===== src/rtl/wired_bus_arbiter.sv =====
// wired_bus_arbiter: round-robin owner arbiter for a shared wired (tri/triand)
// net. Exactly one requester is granted at a time, and a turnaround gap with
// every drive enable low separates consecutive owners, so two tri-state
// drivers are never enabled together.
//
// Optional build macro: WBA_HOLD_LIMIT_EN
//   When defined, a tenure is forcibly ended after MAX_HOLD consecutive OWN
//   cycles if any other requester is waiting. When undefined, no hold counter
//   exists and a tenure ends only when the owner drops its request.
//
// Handover timing: a release (or an abandon during TURN) with other requests
// pending loads the next owner's grant on the same edge and enters TURN for
// TURN_CYC cycles (at least one), so drive enables are always separated by a
// dead cycle, even with TURN_CYC=0.

module wired_bus_arbiter #(
  parameter  int NREQ     = 4,
  parameter  int TURN_CYC = 1,
  parameter  int MAX_HOLD = 8,
  localparam int IDW      = $clog2(NREQ)
) (
  input  logic            clk,
  input  logic            rst,
  input  logic [NREQ-1:0] req,
  output logic [NREQ-1:0] gnt,
  output logic [NREQ-1:0] drv_en,
  output logic [IDW-1:0]  owner,
  output logic            busy,
  output logic            turn
);

  // Turnaround counter covers TURN_CYC up to 15.
  localparam int CW = 4;
  // Gap loaded on every entry to TURN; a handover never skips the dead cycle.
  localparam logic [CW-1:0] TURN_LD = (TURN_CYC == 0) ? CW'(1) : CW'(TURN_CYC);

  typedef enum logic [1:0] {
    S_IDLE = 2'd0,
    S_TURN = 2'd1,
    S_OWN  = 2'd2
  } state_t;

  state_t          r_state;
  logic [NREQ-1:0] r_gnt;
  logic [NREQ-1:0] r_drv_en;
  logic [IDW-1:0]  r_owner;
  logic [IDW-1:0]  r_ptr;
  logic [CW-1:0]   r_cnt;
  logic            r_busy;
  logic            r_turn;

  logic            w_any_req;
  logic            w_own_req;
  logic [NREQ-1:0] w_own_mask;
  logic [IDW-1:0]  w_ptr_nxt;
  logic [IDW-1:0]  w_sel_idle;
  logic [IDW-1:0]  w_sel_hand;
  logic [NREQ-1:0] w_sel_idle_oh;
  logic [NREQ-1:0] w_sel_hand_oh;
  logic            w_force;
  logic            w_hand;

  // First set bit of rq at or after base, scanning upward with wrap.
  function automatic logic [IDW-1:0] f_pick(input logic [NREQ-1:0] rq,
                                            input logic [IDW-1:0]  base);
    logic [IDW-1:0] sel;
    logic           found;
    int             idx;
    sel   = '0;
    found = 1'b0;
    for (int k = 0; k < NREQ; k++) begin
      idx = int'(base) + k;
      if (idx >= NREQ) idx = idx - NREQ;
      if (!found && rq[idx]) begin
        found = 1'b1;
        sel   = IDW'(idx);
      end
    end
    return sel;
  endfunction

  // Index one past o, modulo NREQ.
  function automatic logic [IDW-1:0] f_next(input logic [IDW-1:0] o);
    if (int'(o) == NREQ - 1) return '0;
    return o + IDW'(1);
  endfunction

  // One-hot vector with bit o set.
  function automatic logic [NREQ-1:0] f_onehot(input logic [IDW-1:0] o);
    logic [NREQ-1:0] v;
    v    = '0;
    v[o] = 1'b1;
    return v;
  endfunction

  assign w_any_req     = |req;
  assign w_own_req     = req[r_owner];
  assign w_own_mask    = f_onehot(r_owner);
  assign w_ptr_nxt     = f_next(r_owner);
  assign w_sel_idle    = f_pick(req, r_ptr);
  assign w_sel_hand    = f_pick(req, w_ptr_nxt);
  assign w_sel_idle_oh = f_onehot(w_sel_idle);
  assign w_sel_hand_oh = f_onehot(w_sel_hand);

  // Ownership ends this edge: owner abandoned during TURN, released in OWN,
  // or was preempted by the hold limit.
  assign w_hand = ((r_state == S_TURN) && !w_own_req) ||
                  ((r_state == S_OWN)  && (!w_own_req || w_force));

`ifdef WBA_HOLD_LIMIT_EN
  localparam int              HW       = $clog2(MAX_HOLD + 1);
  localparam logic [HW-1:0]   HOLD_MAX = HW'(MAX_HOLD);

  logic [HW-1:0] r_hold;
  logic          w_others;
  logic          w_enter_own;

  assign w_others    = |(req & ~w_own_mask);
  assign w_enter_own = ((r_state == S_IDLE) && w_any_req && (TURN_CYC == 0)) ||
                       ((r_state == S_TURN) && !w_hand && (r_cnt == CW'(1)));
  assign w_force     = (r_hold == HOLD_MAX) && w_others;

  // Hold counter: number of OWN cycles in the current tenure, saturating.
  always_ff @(posedge clk) begin
    if (rst) begin
      r_hold <= '0;
    end else if (w_enter_own) begin
      r_hold <= HW'(1);
    end else if ((r_state == S_OWN) && !w_hand && (r_hold != HOLD_MAX)) begin
      r_hold <= r_hold + HW'(1);
    end
  end
`else
  assign w_force = 1'b0;
`endif

  // Arbitration FSM with all outputs registered.
  always_ff @(posedge clk) begin
    if (rst) begin
      r_state  <= S_IDLE;
      r_gnt    <= '0;
      r_drv_en <= '0;
      r_owner  <= '0;
      r_ptr    <= '0;
      r_cnt    <= '0;
      r_busy   <= 1'b0;
      r_turn   <= 1'b0;
    end else if (w_hand) begin
      // Owner is done: advance past it and hand over, or go idle.
      r_ptr    <= w_ptr_nxt;
      r_drv_en <= '0;
      if (w_any_req) begin
        r_owner <= w_sel_hand;
        r_gnt   <= w_sel_hand_oh;
        r_state <= S_TURN;
        r_cnt   <= TURN_LD;
        r_busy  <= 1'b1;
        r_turn  <= 1'b1;
      end else begin
        r_gnt   <= '0;
        r_state <= S_IDLE;
        r_cnt   <= '0;
        r_busy  <= 1'b0;
        r_turn  <= 1'b0;
      end
    end else begin
      case (r_state)
        S_IDLE: begin
          if (w_any_req) begin
            r_owner <= w_sel_idle;
            r_gnt   <= w_sel_idle_oh;
            r_busy  <= 1'b1;
            if (TURN_CYC == 0) begin
              r_state  <= S_OWN;
              r_drv_en <= w_sel_idle_oh;
              r_cnt    <= '0;
              r_turn   <= 1'b0;
            end else begin
              r_state <= S_TURN;
              r_cnt   <= TURN_LD;
              r_turn  <= 1'b1;
            end
          end
        end
        S_TURN: begin
          if (r_cnt == CW'(1)) begin
            r_state  <= S_OWN;
            r_drv_en <= r_gnt;
            r_cnt    <= '0;
            r_turn   <= 1'b0;
          end else begin
            r_cnt <= r_cnt - CW'(1);
          end
        end
        S_OWN: begin
          r_drv_en <= r_gnt;
        end
        default: begin
          r_state  <= S_IDLE;
          r_gnt    <= '0;
          r_drv_en <= '0;
          r_busy   <= 1'b0;
          r_turn   <= 1'b0;
        end
      endcase
    end
  end

  assign gnt    = r_gnt;
  assign drv_en = r_drv_en;
  assign owner  = r_owner;
  assign busy   = r_busy;
  assign turn   = r_turn;

endmodule


===== config.mk =====
export PLATFORM = sky130hd
export DESIGN_NAME = wired_bus_arbiter
export DESIGN_NICKNAME = d
export VERILOG_FILES = /design/src/rtl/wired_bus_arbiter.sv
export SDC_FILE = /design/constraint.sdc
export NUM_CORES = 1
export LEC_CHECK = 0
export CAP_MARGIN = 10
export CORE_ASPECT_RATIO = 0.6
export CORE_MARGIN = 1.5
export CORE_UTILIZATION = 50
export CTS_CLUSTER_DIAMETER = 120
export DETAILED_ROUTE_END_ITERATION = 12
export HOLD_SLACK_MARGIN = 0.02
export PLACE_DENSITY = 0.74
export SETUP_SLACK_MARGIN = 0.05
export SYNTH_ARGS = -nofsm -noshare
export SYNTH_HDL_FRONTEND = slang
export SYNTH_SLANG_ARGS = --single-unit

===== constraint.sdc =====
create_clock -name clk -period 5.7 [get_ports clk]
set_clock_uncertainty 0.05 [all_clocks]
set_input_delay 0.57 -clock clk [delete_from_list [all_inputs] [get_ports clk]]
set_output_delay 0.57 -clock clk [all_outputs]
set_load 0.05 [all_outputs]

# After elaboration in Yosys (flattened, before gate mapping)
# Index checks and enable logic that the tools add are counted.
[word_totals]
reg_bits = 20
elab_cells = 168
[op_classes]
addsub = 16
magnitude_cmp = 21
eq_ne = 11
mux = 82
bitwise_logic = 1
n_reduce_logical = 29
[op_table]
columns = ["cell", "n"]
rows = [
  ["$lt A32 B4 Y1 const B", 8],
  ["$mux W32", 8],
  ["$mux W2", 17],
  ["$mux W1", 33],
  ["$mux W4", 7],
  ["$sub A3 B3 Y4 const B", 6],
  ["$bmux W1 S2", 9],
  ["$ge A3 B3 Y1 const B", 6],
  ["$pmux W4 S2", 2],
  ["$add A2 B2 Y3 const B", 4],
  ["$pmux W4 S3", 1],
  ["$logic_and A1 B1 Y1", 10],
  ["$lt A2 B3 Y1 const B", 3],
  ["$sub A2 B3 Y4 const B", 2],
  ["$logic_not A1 Y1", 7],
  ["$add A2 B1 Y3 const B", 2],
  ["$ge A2 B3 Y1 const B", 2],
  ["$ne A2 B2 Y1 const B", 3],
  ["$pmux W2 S3", 1],
  ["$reduce_and A2 Y1", 3],
  ["$reduce_and A3 Y1", 2],
  ["$demux W1 S2", 2],
  ["$eq A2 B1 Y1 const B", 2],
  ["$eq A4 B1 Y1 const B", 1],
  ["other kinds (16)", 19],
]

# Longest topological paths before layout
# Gate-level depths: netlist of the first run.
[logic_depth]
word_depth = 24
mapped_depth = 9
ltp_nobuf = 7

# Least setup slack after synthesis of the first run
# No wires, ideal clock.
[synth_path]
path_kind = "reg-to-reg"
startpoint = "register, netlist name turn"
endpoint = "register r_state[1]"
setup_ns = 0.063
arrival_ns = 2.127
required_ns = 5.587
slack_ns = 3.460
path_stages_with_launch = 9
synth_period_minus_slack_ns = 2.240
cell_sequence = "dfxtp_1 -> ha_1 -> buf_1 -> o21bai_1 -> o22a_1 -> buf_6 -> a22oi_2 -> mux2_4 -> nor2_2"
[synth_rtl]
columns = ["item", "line", "text"]
rows = [
  ["end signal: assignment", "140", "r_state <= S_IDLE;"],
  ["end signal: assignment", "155", "r_state <= S_TURN;"],
  ["end signal: assignment", "161", "r_state <= S_IDLE;"],
  ["end: declaration", "43", "state_t r_state;"],
]

# Worst setup path after layout of the first run
[layout_path]
startpoint = "input port req[0]"
endpoint = "register r_gnt[0], in the netlist gnt[0]"
[layout_via]
elab_chain_cells = 20
word_cells_on_any_way = 74
[layout_rtl]
columns = ["item", "line", "text"]
rows = [
  ["start: declaration", "24", "input logic [NREQ-1:0] req,"],
  ["$bmux W1 S2", "74", "if (!found && rq[idx]) begin"],
  ["$mux W1 (not written as such) (2 in a row)", "74", ""],
  ["$mux W1", "74", ""],
  ["$logic_not A1 Y1", "74", ""],
  ["$logic_and A1 B1 Y1", "74", ""],
  ["$mux W1", "74", ""],
  ["$logic_not A1 Y1", "74", ""],
  ["$logic_and A1 B1 Y1", "74", ""],
  ["(+3 left out)", "-", ""],
  ["$mux W2", "74", ""],
  ["$lt A2 B3 Y1 (not written as such) or $ge A2 B1 Y1 (tied branches)", "92", "v[o] = 1'b1;"],
  ["$logic_and A1 B1 Y1 (not written as such)", "92", ""],
  ["$mux W1 (not written as such)", "92", ""],
  ["$demux W1 S2", "92", ""],
  ["$mux W4", "169", "if (w_any_req) begin"],
  ["$pmux W4 S2", "167", "case (r_state)"],
  ["$mux W4", "148", "end else if (w_hand) begin"],
  ["end signal: assignment", "154", "r_gnt <= w_sel_hand_oh;"],
  ["end signal: assignment", "171", "r_gnt <= w_sel_idle_oh;"],
  ["end: declaration", "44", "logic [NREQ-1:0] r_gnt;"],
]
# Several ways; a longest one is shown, not always the timed one. The select of a mux whose other input is x is not followed.
# A chain may end at the register's enable or synchronous reset.

==> flow_metrics.tcl, run 1 <==
set metrics [dict create \
    leakagePower_uw 0.000560 \
    first_global_vias 1075 \
    layout-area-overhead-vs-synth_pct 14.0 \
    non_filler_instances 200 \
    most_area_hungry_cell_type_in_the_yosys_netlist "sky130_fd_sc_hd__dfxtp_1" \
    cp_slowest_cell "sky130_fd_sc_hd__clkdlybuf4s50_1" \
    die_height_um 42.8 \
    finish.net_count 181 \
    achievable-frequency_ghz 0.368 \
    route.vias.total 1232 \
    relSlewSlack_pct 46.9 \
    finalWeightedCongestion 0.856 \
    io-pin-count 18 \
    pin_count_of_the_biggest_net_entering_global_routing 20 \
    dpl.cell_count 196 \
    rsz0062_at_grt "false" \
    hp-class "flip-flop to flip-flop" \
    cts_resized 0 \
    grt_pass1_wl_mm 5.12 \
    worst-path-max-fanout 17 \
    antenna_violating_nets_post_route 0 \
    drive_gt1_share_pct 11.3 \
    syn-instance-count 157 \
    drc 0 \
    cts_made_buffers 3 \
    post-synth-top-area-fraction_pct 28.8 \
    holdBufCountCts 0 \
    power.density_nw_per_um2 613 \
    start_util_pct 52.7 \
    max_stage_delay_ns 0.61 \
    final.fill_count 222 \
    grt_use_total_pct 21.3 \
    setup_ws_ns 2.98 \
    critical_path_arrival_ns 2.83 \
    syn_area_per_cell_um2 8.41 \
    ir_drop_mv 0.342 \
    number_of_failing_hold_endpoints_at_the_final_stage 0 \
    fp.coreArea_um2 2500 \
    worst-slew-pin-transition_ns 0.795 \
    dr.pass1.iters 5 \
    final_util_pct 60.1 \
    crit_type "primary input to flip-flop" \
    yosys-top-cells-area "sky130_fd_sc_hd__dfxtp_1 (29%), sky130_fd_sc_hd__a21oi_1 (5.7%), sky130_fd_sc_hd__ha_1 (5.7%)" \
    critPathRequiredTime_ns 5.81 \
    multi_input_area_um2 835 \
    totalWireLength_mm 3.06 \
    critPathCaptureType "flip-flop" \
    antenna_found_initial 0 \
    clock_sink_count 19 \
    status "complete, no violations" \
    num_antenna_cells 0 \
    yosys_most_used_dff "sky130_fd_sc_hd__dfxtp_1" \
    detail_route.wl_per_cell_um 15.3 \
    timing.final.crit_period_ns 2.72 \
    slew_violations 0 \
    final_period_util_pct 47.7 \
    layout_common_cells "sky130_fd_sc_hd__dfxtp_1 (19), sky130_fd_sc_hd__clkdlybuf4s50_1 (17), sky130_fd_sc_hd__a21oi_1 (15)" \
    detailedRoute.firstIterationViolations 158 \
    clock_tree.buffer_depth 2 \
    regArea_um2 380 \
    placement_rows 14 \
    setup.worst_path.start_class "primary input" \
    postSynthNetCount 169 \
    synth.cell_area_um2 1320 \
    setup_violations 0 \
    final_cell_area_um2 1510 \
    number_of_buffers_added_on_ports 17 \
    layout_commonest_cell "sky130_fd_sc_hd__dfxtp_1" \
    cts-root-buf "sky130_fd_sc_hd__clkbuf_8" \
    synth-warning-count 0 \
    floorplan.die_area_um2 2970 \
    place_area_um2 1460 \
    async_sr_flop_fraction_pct 0 \
    cts-htree-levels 1 \
    insertion_delay_ns 0.26 \
    synth_enable_flop_cells 0 \
    clkSlewWorstSetupHoldPaths_ns 0.07 \
    post_synth_num_cell_types 50 \
    fin_tns_setup_ns 0 \
    cts_setup_buffers 0 \
    dp_hpwl_mm 2.17 \
    max_cap_viol_count 0 \
    place_worst_setup_slack_ns 2.71 \
    die_w_um 69.3 \
    cts_tree "built" \
    crit_chain "clkdlybuf4s50_1 > mux2_4 > o22ai_2 > and3_1 > nand2_1 > a311oi_1" \
    vias_per_cell 6.16 \
    synth_seq_area_share_pct 28.8 \
    gr-total-overflow 0 \
    synth_seq_cells 19 \
]
## registers in the layout, indices dropped and copies added (netlist names)
name and count:
drv_en 4, gnt 4, r_cnt 4, owner 2, r_ptr 2, busy 1
r_state 1, turn 1
## routing by layer
layer	share of wire, %	global-route usage [%]	up-vias
li1	-	-	595
met1	48	30.9	557
met2	42	31.5	74
met3	9.7	5.70	6
met4	0.36	4.31	0
met5	0	0	-
## per-stage QoR
step	total power [uW]	hold slack, ns
final	923	0.465
after global routing	986	0.495
after CTS	918	0.461
after detailed placement	816	0.447
after global placement	808	0.437
after floorplan	688	0.395
## report_power, final
group	switching [uW]	total (uW)	leakage (uW)	internal, uW
logic	374	596	0.000378	222
clock network	46.7	95.4	0.0000255	48.7
registers	53.9	232	0.000156	178
total	474	923	0.000560	449
## critical path: cells and delay by family
family / cells / cell delay [ns]
AO/OA/AOI/OAI: 2 / 0.85
AND/OR/NAND/NOR: 2 / 0.41
multiplexers: 1 / 0.39
buffers and inverters: 1 / 0.61
## path summary, 6_finish.rpt
| path | cells past startpoint | endpoint | slack (ns) | from |
|---|---|---|---|---|
| worst min register to register | 2 | r_ptr[0] | 0.47 | r_ptr[0] |
| worst max-delay path | 6 | gnt[0] | 2.98 | req[0] |
| worst min-delay path | 2 | r_ptr[0] | 0.47 | r_ptr[0] |
| worst max register to register | 6 | gnt[0] | 3.36 | turn |
## Yosys cell counts, drive strengths merged (2+ instances only)
cell type and number:
a21oi 15, a22oi 3, a311oi 5, a31oi 4
and3 2, buf 8, clkbuf 2, dfxtp 19
ha 6, inv 9, mux2 4, nand2 14
nand2b 4, nand3b 2, nor2 14, nor2b 6
nor3 7, nor4 3, o21ai 8, o22ai 2
o31a 2, o32ai 2
## logic make-up after synthesis
kind of cell               Yosys count  synth area share [%]
DFF                                 19                  28.8
and+or+nand+nor                     56                  24.2
buffers and inverters               19                  7.96
muxes                                5                  4.74
AOI/OAI and AO/OA                   52                  28.6
adders and majority gates            6                  5.69
## area by class of cell
cell class | count | share of cell area [%]
tap | 32 | 2.66
clock inverter | 1 | 0.333
sequential | 19 | 25.3
timing repair buffer | 17 | 11.3
multi-input combinational | 119 | 55.4
clock buffer | 3 | 2.74
inverter | 9 | 2.24
Note: power is estimated with default switching activity, not from simulation.
==> run 2: changes to the inputs <==
--- a/config.mk
+++ b/config.mk
@@ -8,11 +8,11 @@
 export CAP_MARGIN = 10
 export CORE_ASPECT_RATIO = 0.6
 export CORE_MARGIN = 1.5
-export CORE_UTILIZATION = 50
+export CORE_UTILIZATION = 49
 export CTS_CLUSTER_DIAMETER = 120
 export DETAILED_ROUTE_END_ITERATION = 12
 export HOLD_SLACK_MARGIN = 0.02
-export PLACE_DENSITY = 0.74
+export PLACE_DENSITY = 0.75
 export SETUP_SLACK_MARGIN = 0.05
 export SYNTH_ARGS = -nofsm -noshare
 export SYNTH_HDL_FRONTEND = slang
==> constraint.sdc (replaced) <==
create_clock -name clk -period 2.2 [get_ports clk]
set_clock_uncertainty 0.05 [all_clocks]
set_input_delay 0.22 -clock clk [delete_from_list [all_inputs] [get_ports clk]]
set_output_delay 0.22 -clock clk [all_outputs]
set_load 0.05 [all_outputs]
==> run 2 against run 1 <==
Effect of this change: worst setup slack worse by 2.8 ns; sequential share of layout area down 1.9 points; combinational power rose to 2.9 times the previous value; critical path type is now flip-flop to flip-flop.
==> flow_metrics.tcl, run 2 (synthesis gave the netlist of run 1 again) <==
set metrics [dict create \
    achievable-frequency_ghz 0.491 \
    final_cell_area_um2 1630 \
    gr-total-overflow 0 \
    pin_count_of_the_biggest_net_entering_global_routing 13 \
    floorplan.die_area_um2 3020 \
    fin_tns_setup_ns 0 \
    worst-path-max-fanout 5 \
    finish.net_count 197 \
    setup_violations 0 \
    drc 0 \
    power.clock.fraction_pct 9.7 \
    critical_path_arrival_ns 2.15 \
    dr.pass1.iters 4 \
    clock_sink_count 19 \
    final_period_util_pct 92.6 \
    critPathCaptureType "flip-flop" \
    setup.worst_path.start_class "flip-flop" \
    cp_slowest_cell "sky130_fd_sc_hd__dfxtp_1" \
    start_util_pct 52.3 \
    worst-slew-pin-transition_ns 0.499 \
    layout-area-overhead-vs-synth_pct 23.6 \
    holdBufCountCts 0 \
    max_cap_viol_count 0 \
    dp_hpwl_mm 2.48 \
    path_delay_family "compound AO/OA/AOI/OAI gates" \
    top_layer_used "met4" \
    clock_tree.buffer_depth 2 \
    route.vias.total 1270 \
    wl_met2_mm 1.32 \
    max_stage_delay_ns 0.47 \
    setup_ws_ns 0.163 \
    place_area_um2 1580 \
    detail_route.wl_per_cell_um 14.4 \
    num_antenna_cells 0 \
    clkSlewWorstSetupHoldPaths_ns 0.07 \
    logic_gate_share_of_total_power_pct 67.5 \
    sw_frac_of_total_pct 49.7 \
    slew_violations 0 \
    timing.critical_path.buf_inv 0 \
    number_of_failing_hold_endpoints_at_the_final_stage 0 \
    die_height_um 43.2 \
    power_frac_seq_pct 22.8 \
    layout_commonest_cell "sky130_fd_sc_hd__dfxtp_1" \
    critPathRequiredTime_ns 2.31 \
    insertion_delay_ns 0.25 \
    dr_wl_met3_um 134 \
    p_sw_uw 1250 \
    crit_chain "ha_1 > o31a_1 > o32ai_2 > and3_1 > nand2_1 > a311oi_1" \
    dpl.cell_count 212 \
    layout_common_cells "sky130_fd_sc_hd__dfxtp_1 (18), sky130_fd_sc_hd__clkdlybuf4s50_1 (17), sky130_fd_sc_hd__buf_4 (16)" \
    number_of_buffers_added_on_ports 17 \
    leakagePower_uw 0.000640 \
    first_global_vias 1131 \
    fp.coreArea_um2 2520 \
    timing.final.crit_period_ns 2.04 \
    status "complete, no violations" \
    placement_rows 14 \
    power.density_nw_per_um2 1540 \
    die_w_um 70.0 \
    place_worst_setup_slack_ns 0.0255 \
    detailedRoute.firstIterationViolations 134 \
    cts-htree-levels 1 \
    grt_pass1_wl_mm 5.26 \
    grt_use_total_pct 21.9 \
    cts_tree "built" \
    drive_gt1_share_pct 20.7 \
    totalWireLength_mm 3.12 \
    final.fill_count 224 \
    relSlewSlack_pct 66.6 \
    finalWeightedCongestion 0.866 \
    cts_made_buffers 3 \
    rsz0062_at_grt "false" \
    antenna_violating_nets_post_route 0 \
    hp-class "flip-flop to flip-flop" \
    final_util_pct 64.7 \
    io-pin-count 18 \
    cts-root-buf "sky130_fd_sc_hd__clkbuf_8" \
    ir_drop_mv 0.868 \
    antenna_found_initial 0 \
    cellInternalPower_uw 1270 \
    crit_type "flip-flop to flip-flop" \
    met1_length_mm 1.65 \
    vias_per_cell 5.88 \
    non_filler_instances 216 \
]
## run 2: changes by cell type in the layout (fill, tap and decap cells not counted), sizes merged
cell,change
buf,+16
## run 2: power groups by stage
stage                     Sequential, uW  Clock, uW  Combinational [uW]
after CTS                            574        252                1670
after global placement               578          0                1640
after floorplan                      807          0                 977
after global routing                 588        267                1840
final                                573        245                1700
after detailed placement             579          0                1670
## run 2: final timing paths
kind                                from  endpoint  depth (start not counted)  slack, ns
worst min register to register  r_ptr[0]  r_ptr[0]                          2       0.45
worst max register to register  owner[1]    gnt[0]                          6       0.16
worst min-delay path            r_ptr[0]  r_ptr[0]                          2       0.45
worst max-delay path            owner[1]    gnt[0]                          6       0.16
## run 2: metal layers
layer	vias to the layer above	GRT usage, %
met2	32	32.0
met1	599	32.7
met5	-	0
met4	0	3.46
met3	2	5.94
li1	637	-
## run 2: what timing repair did
item	CTS	global route
endpoints found under the setup margin	0	5
setup buffers	0	0
endpoints found under the hold margin	0	0
gates resized for setup	0	2
## run 2: cell type report
class                      count  area, um2  share of cell area (%)
timing repair buffer          33        290                    17.8
sequential                    19        382                    23.4
inverter                       9       33.8                    2.07
tap                           32       40.0                    2.45
multi-input combinational    119        840                    51.5
clock buffer                   3       41.3                    2.53
clock inverter                 1       5.00                   0.307
## run 2: worst min-delay path, cell delays in order, from the launching register on
cell and delay (ns):
sky130_fd_sc_hd__dfxtp_1 0.34, sky130_fd_sc_hd__nand2_1 0.06, sky130_fd_sc_hd__a21oi_1 0.05
## run 2: metrics by stage
| stage | hold slack [ns] | power, uW |
|---|---|---|
| after floorplan | 0.395 | 1780 |
| after global placement | 0.435 | 2220 |
| after detailed placement | 0.436 | 2240 |
| after CTS | 0.447 | 2500 |
| after global routing | 0.491 | 2690 |
| final | 0.447 | 2520 |
==> run 3: changes to the inputs <==
--- a/config.mk
+++ b/config.mk
@@ -8,11 +8,10 @@
 export CAP_MARGIN = 10
 export CORE_ASPECT_RATIO = 0.6
 export CORE_MARGIN = 1.5
-export CORE_UTILIZATION = 49
+export CORE_UTILIZATION = 30
 export CTS_CLUSTER_DIAMETER = 120
 export DETAILED_ROUTE_END_ITERATION = 12
 export HOLD_SLACK_MARGIN = 0.02
-export PLACE_DENSITY = 0.75
 export SETUP_SLACK_MARGIN = 0.05
 export SYNTH_ARGS = -nofsm -noshare
 export SYNTH_HDL_FRONTEND = slang
==> run 3 against run 2 <==
Effect of this change: core utilization decreased by 24 points; worst setup slack improved by 0.045 ns; fmax increased by 2.2%; via count decreased by 1.7%; sequential share of layout area decreased by 0.83 points; first-iteration DRC count decreased by 46%; register-to-register slack improved by 0.04 ns; worst hold slack got worse by 0.018 ns; die area increased by 59%; clock-buffer cell count unchanged; global-route usage decreased by 6.9 points; non-clock buffer count increased by 4.
==> flow_metrics.tcl, run 3 (synthesis gave the netlist of run 1 again) <==
set metrics [dict create \
    critPathRequiredTime_ns 2.30 \
    placement_rows 18 \
    final_period_util_pct 90.6 \
    detail_route.wl_per_cell_um 13.1 \
    final_cell_area_um2 1690 \
    max_cap_viol_count 0 \
    power.total_uw 2570 \
    place_area_um2 1650 \
    dp_hpwl_mm 2.50 \
    io-pin-count 18 \
    clock_sink_count 19 \
    layout_commonest_cell "sky130_fd_sc_hd__buf_4" \
    rsz0062_at_grt "false" \
    pin_count_of_the_biggest_net_entering_global_routing 12 \
    slew_violations 0 \
    cts_tree "built" \
    insertion_delay_ns 0.26 \
    clock_tree.buffer_depth 2 \
    setup.worst_path.start_class "flip-flop" \
    worst-path-max-fanout 7 \
    power.density_nw_per_um2 1520 \
    finish.net_count 201 \
    status "complete, no violations" \
    floorplan.die_area_um2 4820 \
    detailedRoute.firstIterationViolations 73 \
    setup_violations 0 \
    route.vias.total 1249 \
    number_of_buffers_added_on_ports 17 \
    ir_drop_mv 0.726 \
    start_util_pct 31.7 \
    worst-slew-pin-transition_ns 0.497 \
    cts-root-buf "sky130_fd_sc_hd__clkbuf_8" \
    hp-class "flip-flop to flip-flop" \
    timing.final.crit_period_ns 1.99 \
    finalWeightedCongestion 0.849 \
    relSlewSlack_pct 66.8 \
    final.fill_count 419 \
    cts-htree-levels 1 \
    clkSlewWorstSetupHoldPaths_ns 0.08 \
    grt_use_total_pct 15.0 \
    crit_type "flip-flop to flip-flop" \
    number_of_failing_hold_endpoints_at_the_final_stage 0 \
    critPathCaptureType "flip-flop" \
    drc 0 \
    dr.pass1.iters 4 \
    num_antenna_cells 0 \
    critical_path_arrival_ns 2.09 \
    drive_gt1_share_pct 21.3 \
    achievable-frequency_ghz 0.502 \
    cts_resized 0 \
    holdBufCountCts 0 \
    totalWireLength_mm 3.24 \
    layout_common_cells "sky130_fd_sc_hd__buf_4 (20), sky130_fd_sc_hd__dfxtp_1 (18), sky130_fd_sc_hd__clkdlybuf4s50_1 (17)" \
    grt_pass1_wl_mm 5.54 \
    gr-total-overflow 0 \
    first_global_vias 1109 \
    fp.coreArea_um2 4170 \
    die_height_um 54.4 \
    cts_setup_buffers 0 \
    leakagePower_uw 0.000657 \
    cts_made_buffers 3 \
    vias_per_cell 5.04 \
    die_w_um 88.6 \
    antenna_violating_nets_post_route 0 \
    layout-area-overhead-vs-synth_pct 28.2 \
    antenna_found_initial 0 \
]
-- run 3: changes by cell type in the layout (fill, tap and decap cells not counted), sizes merged --
| cell | previous run | this run |
|---|---|---|
| buf | 16 | 20 |
-- run 3: worst max-delay path, stage by stage (launching register included) --
cell	delay [ns]
sky130_fd_sc_hd__dfxtp_1	0.34
sky130_fd_sc_hd__inv_1	0.08
sky130_fd_sc_hd__ha_1	0.22
sky130_fd_sc_hd__o21bai_1	0.27
sky130_fd_sc_hd__o22a_1	0.37
sky130_fd_sc_hd__nand2_1	0.15
sky130_fd_sc_hd__buf_4	0.16
sky130_fd_sc_hd__o221a_2	0.25
-- run 3: where the power goes --
group	total [uW]	switching, uW	internal [uW]
logic	1760	1040	722
clock network	248	122	126
registers	558	94.1	464
-- run 3: area by class of cell --
cell class	count	area [um2]	share of cell area (%)
Tap cell	60	75.1	4.44
Inverter	9	33.8	2.00
Multi-Input combinational cell	119	835	49.3
Clock buffer	3	41.3	2.44
Clock inverter	1	5.00	0.296
Sequential cell	19	382	22.6
Timing Repair Buffer	37	320	18.9
-- run 3: final timing paths --
kind | from | end | slack [ns] | cells past startpoint
max | r_state[1] | busy | 0.21 | 7
min | r_ptr[0] | r_ptr[0] | 0.43 | 2
max reg2reg | r_state[1] | busy | 0.21 | 7
min reg2reg | r_ptr[0] | r_ptr[0] | 0.43 | 2
-- run 3: metal layers --
layer  vias up  wire length (um)  global-route usage (%)
met1       575              1870                    23.1
met5         -                 0                       0
met3         3               159                    3.62
met4         0                11                    2.08
met2        26              1200                    21.2
li1        645                 -                       -
-- run 3: metrics by stage --
step           hold WS (ns)  cells  utilization (%)  setup TNS, ns  worst slack, ns
2_1_floorplan         0.395    157                -              0           0.0757
3_3_place_gp          0.420    244             39.5        -0.0124         -0.00650
3_5_place_dp          0.415    244             39.5        -0.0343          -0.0206
4_1_cts               0.427    248             40.6              0            0.220
5_1_grt               0.460    248             40.6              0           0.0652
6_report              0.429    248             40.6              0            0.207
==> RTL change 1: new RTL, flow settings as in run 2 <==
Add a define of `WBA_HOLD_LIMIT_EN`.
--- a/src/rtl/wired_bus_arbiter.sv
+++ b/src/rtl/wired_bus_arbiter.sv
@@ -12,6 +12,8 @@
 // pending loads the next owner's grant on the same edge and enters TURN for
 // TURN_CYC cycles (at least one), so drive enables are always separated by a
 // dead cycle, even with TURN_CYC=0.
+
+`define WBA_HOLD_LIMIT_EN
 
 module wired_bus_arbiter #(
   parameter  int NREQ     = 4,
Behaviour: same outputs for any inputs over 10 cycles, from zero or initial values and one cycle with rst high; that may be too few to reach the edited logic, so the function may still have changed.
==> RTL change 1 against run 2 <==
Routed wire length increased by 45%; design area is 27% higher; synthesized area up 20%; sequential cell count is 5 higher; via count up 30%; synthesized cell count is 24% higher; non-clock buffer count is 9 higher; worst setup slack worse by 0.13 ns; power increased by 8.0%; critical path type unchanged; largest cell class unchanged.
==> RTL change 1: results (changes against run 2) <==
| Metric | Value |
|---|---|
| TritonCTS buffer count | 3 (unchanged) |
| Max_slew headroom | 0.597 (-0.0693) |
| Post-route ant nets | 0 (unchanged) |
| Max stage delay cell, worst path | dfxtp_4 |
| Longest Clk Path Bufs | 2 (unchanged) |
| Synth cell types | 44 (-12%) |
| Async set-or-reset flop fraction in the synthesized netlist | 0 (unchanged) |
| Yosys warnings | 0 (unchanged) |
| CP Data Arrival Time | 2.25 ns (+0.10 ns) |
| Vias in the first global route | 1,520 (+34%) |
| Iteration-0 DRC count of the detailed router | 108 (-19%) |
| Synth area leaders | dfxtp_1 30%, ha_1 8.7%, a21oi_1 7.0%, nand2b_1 4.7%, mux2i_1 4.4% |
| Routed vias/inst | 6.05 (+2.9%) |
| Pre-antenna DRT Iters | 7 (+3) |
| Root Buffer | clkbuf_8 |
| Largest net degree at the start of global routing | 15 (+2) |
| Leak | 0.810 nW (+27%) |
| Synth Area in Adders | 0.0870 (+0.0302) |
| Register clock-pin slew on the reported worst setup and hold paths | 0.09 ns (+0.02 ns) |
| Tightest Hold Check Type | flip-flop to flip-flop |
| Avg WL per Cell | 16.6 µm (+15%) |
| Crit Path Max Fanout | 6 (+1) |
| Layout cells sized above 1 | 0.200 (-0.00652) |
| Dpl hpwl | 3050 µm (+23%) |
| Synth Area in Compound Gates | 0.232 (-0.0545) |
| Psw | 1.26 mW (+0.30%) |
| Synth Area in XOR/XNOR | 0.0111 (+0.0111) |
| Max VDD drop | 0.919 mV (+5.9%) |
| Status | finished clean |
| Gr usage total | 0.247 (+0.0276) |
| Post-synth top cells | 24 x dfxtp_1, 22 x a21oi_1, 16 x nor2_1 |
| Mux contribution to synthesized area | 0.0585 (+0.0112) |
| I/O Buffers | 17 (unchanged) |
| Layout Nets | 248 (+26%) |
| Fill cells | 237 (+5.8%) |
| Sequential share of the synthesized area | 0.304 (+0.0156) |
| H-tree depth | 1 (unchanged) |
| CP top delay family | compound AO/OA/AOI/OAI gates |
| Slowest cell delay on critical path | 0.39 ns (-0.08 ns) |
| Final estimated routing congestion in global placement | 0.987 (+14%) |
| Synth Net Count | 212 (+25%) |
| Global-route wire length before repair | 6970 µm (+32%) |
| Initial antenna violation count | 0 (unchanged) |
| Clk_lat worst skew | 0.27 ns (+0.02 ns) |
| Diode count | 0 (unchanged) |
[RTL change 1: cell types whose count changed in the layout (fill, tap and decap cells not counted), sizes merged, moves of 6 or more]
cell    change
nand2b      +8
a21oi       +7
mux2i       +6
buf         +9
a221oi      +6
[RTL change 1: worst min-delay path: cells and delay by family, from the launching register on]
kind,cells,cell delay [ns]
compound gates,1,0.06
simple gates,1,0.05
flops,1,0.32
[RTL change 1: timing repair]
| item | in CTS | in global routing |
|---|---|---|
| setup endpoints to repair | 0 | 18 |
| buffers inserted | 0 | 7 |
| gates resized for setup | 0 | 7 |
[RTL change 1: through the flow]
| step | instances | setup WS, ns | util | instance area, µm² |
|---|---|---|---|---|
| global placement | 261 | -0.0591 | 0.646 | 1920 |
| global route | 272 | -0.0595 | 0.697 | 2070 |
| detailed placement | 261 | -0.0933 | 0.646 | 1920 |
| finish | 272 | 0.0286 | 0.697 | 2070 |
| CTS | 265 | 0.0563 | 0.668 | 1980 |
| floorplan | 195 | 0.125 | - | 1610 |
[RTL change 1: final timing paths]
| kind | depth (start not counted) | startpoint | endpoint | slack [ns] |
|---|---|---|---|---|
| worst max-delay path | 8 | owner[1]$_SDFFE_PP0P_ | owner[1]$_SDFFE_PP0P_ | 0.03 |
| worst min register to register | 2 | turn$_SDFFE_PP0P_ | turn$_SDFFE_PP0P_ | 0.42 |
| worst min-delay path | 2 | turn$_SDFFE_PP0P_ | turn$_SDFFE_PP0P_ | 0.42 |
| worst max register to register | 8 | owner[1]$_SDFFE_PP0P_ | owner[1]$_SDFFE_PP0P_ | 0.03 |
[RTL change 1: area by class of cell]
class / instances / share of cell area
clock buffers: 4 / 0.0321
inverters: 14 / 0.0272
multi-input cells: 146 / 0.500
flip-flops and latches: 24 / 0.236
well taps: 42 / 0.0254
repair buffers: 42 / 0.179
[RTL change 1: kinds of logic (layout without fill, tap and decap cells)]
group | after synthesis | count (layout)
mux | 8 | 8
fa+ha+maj | 11 | 11
xor+xnor | 2 | 2
simple gates | 70 | 70
buf+inv | 25 | 60
flops | 24 | 24
compound gates | 55 | 55
[RTL change 1: power by group through the flow]
stage	clock [mW]	sequential, mW	combinational (mW)
after detailed placement	0	0.696	1.50
final	0.344	0.686	1.69
after global placement	0	0.683	1.46
after floorplan	0	0.880	0.886
after CTS	0.349	0.686	1.53
after global routing	0.368	0.699	1.81
[RTL change 1: metal layers]
| metal | vias to the layer above | track usage | part of all wire |
|---|---|---|---|
| met3 | 17 | 0.0485 | 0.065 |
| met1 | 798 | 0.331 | 0.44 |
| met2 | 67 | 0.436 | 0.47 |
| met5 | - | 0 | 0 |
| li1 | 763 | - | - |
| met4 | 0 | 0.0444 | 0.028 |
==> RTL change 2: new RTL, config.mk and constraints of run 2 <==
Without the edit above. The 3 states of `state_t` get a one-hot encoding in 3 bits.
--- a/src/rtl/wired_bus_arbiter.sv
+++ b/src/rtl/wired_bus_arbiter.sv
@@ -34,10 +34,10 @@
   // Gap loaded on every entry to TURN; a handover never skips the dead cycle.
   localparam logic [CW-1:0] TURN_LD = (TURN_CYC == 0) ? CW'(1) : CW'(TURN_CYC);
 
-  typedef enum logic [1:0] {
-    S_IDLE = 2'd0,
-    S_TURN = 2'd1,
-    S_OWN  = 2'd2
+  typedef enum logic [2:0] {
+    S_IDLE = 3'b001,
+    S_TURN = 3'b010,
+    S_OWN  = 3'b100
   } state_t;
 
   state_t          r_state;
Formal check against the unedited RTL: no difference found for any inputs over 10 cycles, from zero or initial values and one cycle with rst high; not proved beyond that.
==> RTL change 2 against run 2 <==
Design area is 32% higher; synthesized area is 16% higher; power is 30% lower; combinational power is 39% lower; routed wire length is 57% higher; sequential cell count is 2 higher; fmax is 6.5% lower; worst setup slack worse by 0.14 ns; highest routed layer unchanged; core utilization is 9.6 points higher.
==> RTL change 2: results (changes against run 2) <==
| Metric | Value |
|---|---|
| Status | finished clean |
| Count of mapped cells out of synthesis | 191 (+22%) |
| Leak | 0.799 nW (+25%) |
| Post_cts resized | 1 (+1) |
| Final estimated routing congestion in global placement | 0.980 (+13%) |
| Slowest cell delay on critical path | 0.56 ns (+0.09 ns) |
| Area of the multi-input gates | 1180 µm² (+40%) |
| Pre-antenna DRT Iters | 5 (+1) |
| Synth Area in Adders | 0.0410 (-0.0159) |
| Iteration-0 DRC count of the detailed router | 254 (+90%) |
| Wl on met1 | 2160 µm (+31%) |
| Layout Nets | 244 (+24%) |
| Tcrit/Tclk final | 0.991 (+0.0646) |
| Inverters | 10 (+1) |
| RR Endpoint | gnt[1]$_SDFFE_PP0P_ |
| PD cells | 820 nW/µm² (-47%) |
| Vias in the first global route | 1,457 (+29%) |
| Synth Net Count | 202 (+20%) |
| Non-clk buf share | 0.194 (+0.0156) |
| Sequential share of the synthesized area | 0.276 (-0.0125) |
| Area after DPL | 1940 µm² (+23%) |
| Synth area leaders | dfxtp_1 28%, a21oi_1 4.9%, ha_1 4.1%, mux2i_1 3.9%, nor2_1 3.9% |
| Placed cells | 262 (+24%) |
| Max VDD drop | 0.448 mV (-48%) |
| Smallest hold slack | 0.420 ns (-0.0267 ns) |
| Crit Path Max Fanout | 10 (+5) |
| Synth Area in XOR/XNOR | 0.0172 (+0.0172) |
| Worst-case reg-to-reg path depth | 7 (+1) |
| Clk cell area share | 0.0209 (-0.00752) |
| Global-route wire length before repair | 7090 µm (+35%) |
| Non-Filler Instances | 274 (+27%) |
| Fill cells | 207 (-7.6%) |
| Post-synth top cells | 21 x dfxtp_1, 16 x nor2_1, 15 x a21oi_1 |
| Largest net degree at the start of global routing | 18 (+5) |
| Hold path start | busy$_SDFFE_PP0P_ |
| Pre-CTS WS | -0.218 ns (-0.244 ns) |
| Sink Count | 21 (+2) |
| CP Data Arrival Time | 2.33 ns (+0.18 ns) |
| Max stage delay cell, worst path | or4b_1 |
| Min-Delay Endpoint | busy$_SDFFE_PP0P_ |
| FF-to-FF Start | owner[0]$_SDFFE_PP0P_ |
## RTL change 2: changes by cell type after synthesis, sizes merged, moves of 4 or more
| cell | change |
|---|---|
| buf | -5 |
| clkbuf | +7 |
| mux2i | +5 |
| nand2b | +4 |
| nor2b | -5 |
| nor3b | +4 |
## RTL change 2: where the power goes
group	switching [mW]	leakage (nW)	internal (mW)
combinational	0.575	0.603	0.452
sequential	0.0580	0.173	0.424
clock	0.132	0.0228	0.129
total	0.765	0.799	1.01
## RTL change 2: per-layer routing
| metal | global-route usage | vias to the layer above |
|---|---|---|
| met4 | 0.0436 | 0 |
| li1 | - | 802 |
| met1 | 0.404 | 850 |
| met3 | 0.0591 | 10 |
| met2 | 0.405 | 91 |
| met5 | 0 | - |
## RTL change 2: worst max-delay path, delay by kind of cell (launching register included)
| family | cells | cell delay, ns |
|---|---|---|
| and+or+nand+nor | 2 | 0.88 |
| DFF | 1 | 0.38 |
| buffers and inverters | 2 | 0.31 |
| AOI/OAI and AO/OA | 3 | 0.49 |
